### config.mk
export PLATFORM = sky130hd
export DESIGN_NAME = jk_reg_bank
export DESIGN_NICKNAME = d
export VERILOG_FILES = /design/src/rtl/jk_reg_bank.sv
export SDC_FILE = /design/constraint.sdc
export NUM_CORES = 1
export LEC_CHECK = 0
export ABC_CLOCK_PERIOD_IN_PS = 1900
export CELL_PAD_IN_SITES_DETAIL_PLACEMENT = 1
export CELL_PAD_IN_SITES_GLOBAL_PLACEMENT = 2
export CORE_MARGIN = 10
export CORE_UTILIZATION = 26
export DETAILED_ROUTE_END_ITERATION = 10
export GPL_TIMING_DRIVEN = 0
export HOLD_SLACK_MARGIN = 0.06
export PLACE_DENSITY = 0.87
export SLEW_MARGIN = 40
export SYNTH_ARGS = -nofsm -noshare
export SYNTH_HDL_FRONTEND = slang
export SYNTH_SLANG_ARGS = --single-unit
### constraint.sdc
create_clock -name clk -period 1.9 [get_ports clk]
set_input_delay 0.19 -clock clk [delete_from_list [all_inputs] [get_ports clk]]
set_output_delay 0.19 -clock clk [all_outputs]
set_load 0.02 [all_outputs]
### src/rtl/jk_reg_bank.sv
// jk_reg_bank: bank of JK flops with load/shift/hold modes,
// a registered change flag and a saturating toggle counter.
module jk_reg_bank #(
  parameter int unsigned      WIDTH   = 8,
  parameter logic [WIDTH-1:0] RST_VAL = '0,
  parameter int unsigned      CNT_W   = 8
) (
  input  logic             clk,
  input  logic             rst_n,
  input  logic             en,
  input  logic [1:0]       mode,
  input  logic [WIDTH-1:0] j,
  input  logic [WIDTH-1:0] k,
  input  logic [WIDTH-1:0] d,
  input  logic             sin,
  input  logic             cnt_clr,
  output logic [WIDTH-1:0] q,
  output logic             sout,
  output logic             changed,
  output logic [CNT_W-1:0] tgl_cnt,
  output logic             tgl_sat
);

  localparam logic [1:0] M_JK    = 2'b00;
  localparam logic [1:0] M_LOAD  = 2'b01;
  localparam logic [1:0] M_SHIFT = 2'b10;
  localparam logic [1:0] M_HOLD  = 2'b11;

  logic [WIDTH-1:0] q_q, q_d;
  logic             chg_q, chg_d;
  logic [CNT_W-1:0] cnt_q, cnt_d, cnt_inc;
  logic             sat_q, sat_d;
  logic             tgl_ev;

  always_comb begin
    q_d = q_q;
    if (en) begin
      unique case (mode)
        M_JK: begin
          for (int i = 0; i < int'(WIDTH); i++) begin
            unique case ({j[i], k[i]})
              2'b01:   q_d[i] = 1'b0;
              2'b10:   q_d[i] = 1'b1;
              2'b11:   q_d[i] = ~q_q[i];
              default: q_d[i] = q_q[i];
            endcase
          end
        end
        M_LOAD:  q_d = d;
        M_SHIFT: q_d = {q_q[WIDTH-2:0], sin};
        M_HOLD:  q_d = q_q;
        default: q_d = q_q;
      endcase
    end
  end

  assign chg_d = (q_d != q_q);

  // One event per cycle no matter how many bits toggle; && masks X on j/k
  assign tgl_ev  = en && (mode == M_JK) && (|(j & k));
  assign cnt_inc = cnt_q + 1'b1;

  always_comb begin
    cnt_d = cnt_q;
    sat_d = sat_q;
    if (cnt_clr) begin
      cnt_d = '0;
      sat_d = 1'b0;
    end else if (tgl_ev && (cnt_q != '1)) begin
      cnt_d = cnt_inc;
      sat_d = sat_q | (cnt_inc == '1);
    end
  end

  always_ff @(posedge clk or negedge rst_n) begin
    if (!rst_n) begin
      q_q   <= RST_VAL;
      chg_q <= 1'b0;
      cnt_q <= '0;
      sat_q <= 1'b0;
    end else begin
      q_q   <= q_d;
      chg_q <= chg_d;
      cnt_q <= cnt_d;
      sat_q <= sat_d;
    end
  end

  assign q       = q_q;
  assign sout    = q_q[WIDTH-1];
  assign changed = chg_q;
  assign tgl_cnt = cnt_q;
  assign tgl_sat = sat_q;

endmodule

* Yosys cells after proc, flatten, opt, wreduce, memory -nomap -nowiden
Cells that the tools add are included.
Cells by class: $add $sub $neg 1, eq/ne operators 30, multiplexer cells 14, bitwise operators 10, reductions and logical operators 6
Operators by type and width (number):
- == test 2 bit, second input constant | 18
- one-hot mux 8 bit (4 select lines) | 1
- 2-to-1 mux 8 bit | 3
- one-hot mux 1 bit (3 select lines) | 8
- == test 2 x 1 -> 1 bit, second input constant | 9
- adder 8 x 1 -> 8 bit, second input constant | 1
- bitwise AND 8 bit | 1
- == test 8 bit, second input constant | 1
- != test 8 bit | 1
- != test 8 bit, second input constant | 1
- inverter 1 bit | 8
- OR reduction 8 bit | 1
- logical AND 1 bit | 3
- zero test 2 bit | 1
- 2-to-1 mux 1 bit | 2
- nonzero test 2 bit | 1
- OR 1 bit | 1
Word-level totals: register bits 18, bits of input ports 31, output and inout port bits 19, logic and storage cells 65

* Longest topological paths before layout
depth after elaboration 6, gate-level depth with buffers 8, depth with buffers taken out 6

* Worst setup path after synthesis
No wires, ideal clock.
path type reg-to-reg, start reg cnt_q[1] (netlist: tgl_cnt[1]), end reg sat_q (netlist: tgl_sat), library setup time 0.119 ns, data arrival time 1.625 ns, required time 1.781 ns, slack 0.156 ns, stages on the path, launching flop included 7, path buffers 1, clock period less this slack 1.744 ns, path through dfrtp_1 ha_1 nand3_1 o2111ai_2 buf_2 nor4b_1 o21ba_2
Between the ends: word-level cells in the longest chain between the ends 5, elaborated cells between the ends (all ways) 8, classes of those cells 1 x add/sub; 2 x eq/ne; 2 x mux; 1 x bitwise; 2 x reduce/logical
Ends and longest elaborated chain:
- start: declaration | line 31 | logic [CNT_W-1:0] cnt_q, cnt_d, cnt_inc;
- start signal: assignment | line 84 | cnt_q <= cnt_d;
- adder 8 x 1 -> 8 bit | line 61 | assign cnt_inc = cnt_q + 1'b1;
- == test 8 bit | line 71 | sat_d = sat_q | (cnt_inc == '1);
- OR 1 bit | line 71
- 2-to-1 mux 1 bit | line 69 | end else if (tgl_ev && (cnt_q != '1)) begin
- 2-to-1 mux 1 bit | line 66 | if (cnt_clr) begin
- end signal: assignment | line 85 | sat_q <= sat_d;
- end: declaration | line 32 | logic sat_q, sat_d;
Parallel ways exist; a longest one is shown, timed or not. The select of a mux whose other input is x is not followed. A chain may end at the register's enable or synchronous reset.

* Worst setup path after layout
start in en, end reg chg_q (netlist: changed)
Between the ends: word-level cells in the longest chain between the ends 2
Ends and longest elaborated chain:
- start: declaration | line 10 | input logic en,
- 2-to-1 mux 8 bit | line 37 | if (en) begin
- != test 8 bit | line 57 | assign chg_d = (q_d != q_q);
- named net chg_d | line 30 | logic chg_q, chg_d;
- end signal: assignment | line 83 | chg_q <= chg_d;
- end: declaration | line 30
The timed path passes the listed nets, and every way through them passes these cells.

==> results.md <==
* Total number of yosys warnings at 0
* Max-slew headroom at 59.3%
* Worst setup SP type: primary input
* Die Wd at 97.8 um
* CTS clock-pin slew for the worst setup and hold paths at 0.08 ns
* DP HPWL at 4.48 mm
* Worst Setup End Kind: flop
* Worst Hold Class: in -> reg
* DR vias at 1751
* Per-cell routed wire length at 18.6 um
* Hold Vio Cnt, Final at 0
* Worst reg2reg startpoint: tgl_cnt[0]
* Vias in the first global route at 1814
* Fin area at 2210 um2
* Layout area overhead at 40.4%
* Required time of the critical path at 2.09 ns
* Setup TNS at 0 ns
* GPL Wtd Cong at 0.828
* CP Launch Point: en
* Pwr Density at 591 nW/um2
* Post-synth EDFFs at 0
* Tcrit/Tclk final at 92.9%
* Bufs on Longest Clock Path at 2
* Final Slew Violations at 0
* I/O pin total at 50
* Final clock skew at 0.0102 ns
* Row Count at 28
* Post-synthesis register bit count at 18
* Core Box Area at 5890 um2
* WS Path Type: in -> reg
* First DRT Iteration DRCs at 89
* Final wirelength at 5.92 mm
* Antenna violations before repair at 0
* # port buffers at 46
* Asr flop ratio synth at 100%
* Cell area after synthesis at 1580 um2
* H-tree depth at 1
* Yosys top cell by area: dfrtp_1
* Largest net degree at the start of global routing at 19
* Fmax at 0.567 GHz
* Post-route ant nets at 0
* Overall power at 1.31 mW
* Synth top area cells: dfrtp_1, a21oi_1, o21ai_0
* Final-layout fill cell count at 719
* Area after DPL at 2120 um2
* Post-synth top cells: a21oi_1, dfrtp_1, nand2_1, o21ai_0, inv_1
* Post-synth top flop: dfrtp_1
* Peak supply drop at 0.275 mV
* Worst reg-to-reg path cell count at 5
* DIE AREA at 9570 um2
* N_diodes at 0
* Die span in y at 97.8 um
* Leak at 0.816 nW
* Root buffer cell: clkbuf_8
* Sink Count at 18
* Register area share after synthesis at 28.6%
* First-pass GRT wire length at 9.69 mm
* MaxCap Viol Count at 0
* Mapped Nets at 226
* Hold_sp: cnt_clr
* Critical path arrival at 1.95 ns
* Overflow after GRT at 0
* Total GRT Usage at 11.9%
* Synth Instances at 193
* Postcts setup bufs at 0
* NumNets Final at 278
* TritonCTS clock tree: yes
* Worst Tran Pin Value at 0.596 ns
* Crit path max fanout at 5
* RSZ-0062 raised after global routing: no
* Share of layout cells above drive strength 1 at 11.5%
* CTS Buf Count at 3
* Latest clock arrival within the worst-skew pair at 0.27 ns
* Crit path time final at 1.76 ns
* Most common cell in the netlist: a21oi_1
* Initial Utilization at 26.8%
* Final Setup Violations at 0
* Synth cell types at 49
* Yosys top cell area share at 28.6%
* Hold Path Depth at 2
* Vias per Instance at 5.49
* Drt pass-1 iters at 4
* DR DRC count at 0
* Status: finished clean
* Syn avg cell area at 8.16 um2
timing repair:
action | CTS | global route
gates resized for setup | 1 | 6
hold buffers | 1 | 0
setup endpoints to repair | 1 | 11
endpoints found under the hold margin | 18 | 0
power by group:
group / internal, mW / switching, mW / total [mW]
clock: 0.185 / 0.155 / 0.340
combinational: 0.236 / 0.247 / 0.484
sequential: 0.416 / 0.0685 / 0.485
logic make-up after synthesis:
kind of cell	after synthesis	synth area share, %
and+or+nand+nor	64	23.0
buffers and inverters	23	7.70
adders and majority gates	2	1.59
AOI/OAI and AO/OA	77	33.5
DFF	18	28.6
xor gates and xnor gates	2	1.11
muxes	7	4.53
registers in the layout, indices dropped and copies added, names as in the netlist:
register	flops
q	8
changed	1
tgl_sat	1
tgl_cnt	8
per-stage QoR:
| step | setup slack [ns] | utilization (%) | std cells | hold WS, ns |
|---|---|---|---|---|
| after floorplan | 0.156 | - | 193 | -0.106 |
| after global placement | -0.189 | 36.2 | 314 | 0.491 |
| after detailed placement | -0.165 | 36.1 | 314 | 0.167 |
| after CTS | 0.0201 | 37.4 | 319 | 0.316 |
| after global routing | 0.0170 | 37.6 | 319 | 0.352 |
| final | 0.135 | 37.6 | 319 | 0.315 |
metal layers:
layer  vias to the layer above  global-route usage [%]  wire [um]
li1                        833                       -          -
met3                         9                    2.47        329
met1                       856                    15.6       2840
met5                         -                       0          0
met4                         0                    4.81         96
met2                        53                    18.5       2660
worst paths after layout:
path | to | slack, ns
setup / recovery | changed | 0.14
hold / removal | tgl_cnt[0] | 0.32
setup reg to reg | tgl_cnt[7] | 0.19
hold reg to reg | tgl_sat | 0.51
max in group asynchronous | tgl_cnt[1] | 1.16
min in group asynchronous | q[0] | 0.39
worst max-delay path: stages:
cell and delay, ns:
clkdlybuf4s50_1 0.65, o31ai_1 0.15, a2111oi_0 0.59, a311oi_1 0.11, o311a_1 0.15, o2111ai_1 0.11
cells in the final DEF, fill, tap and decap left out, types with 5 or more instances in the layout:
cell type | netlist | routed
o21ai_0 | 13 | 13
nand2_1 | 13 | 13
a22oi_1 | 5 | 5
a21oi_1 | 26 | 26
o31ai_1 | 7 | 7
mux2i_1 | 6 | 6
clkdlybuf4s50_1 | 0 | 45
nand2b_1 | 6 | 6
inv_1 | 9 | 9
nor2_1 | 8 | 8
or3_1 | 6 | 6
dfrtp_1 | 18 | 17
nand3_1 | 7 | 6
area by class of cell:
cell class	instances	area (um2)	share of cell area (%)
multi-input combinational	152	1020	46.1
timing repair buffer	47	465	21.0
sequential	18	452	20.4
tap	75	93.8	4.24
buffer	14	92.6	4.19
clock buffer	4	55.1	2.49
inverter	9	33.8	1.53
Note: power is estimated with default switching activity, not from simulation.
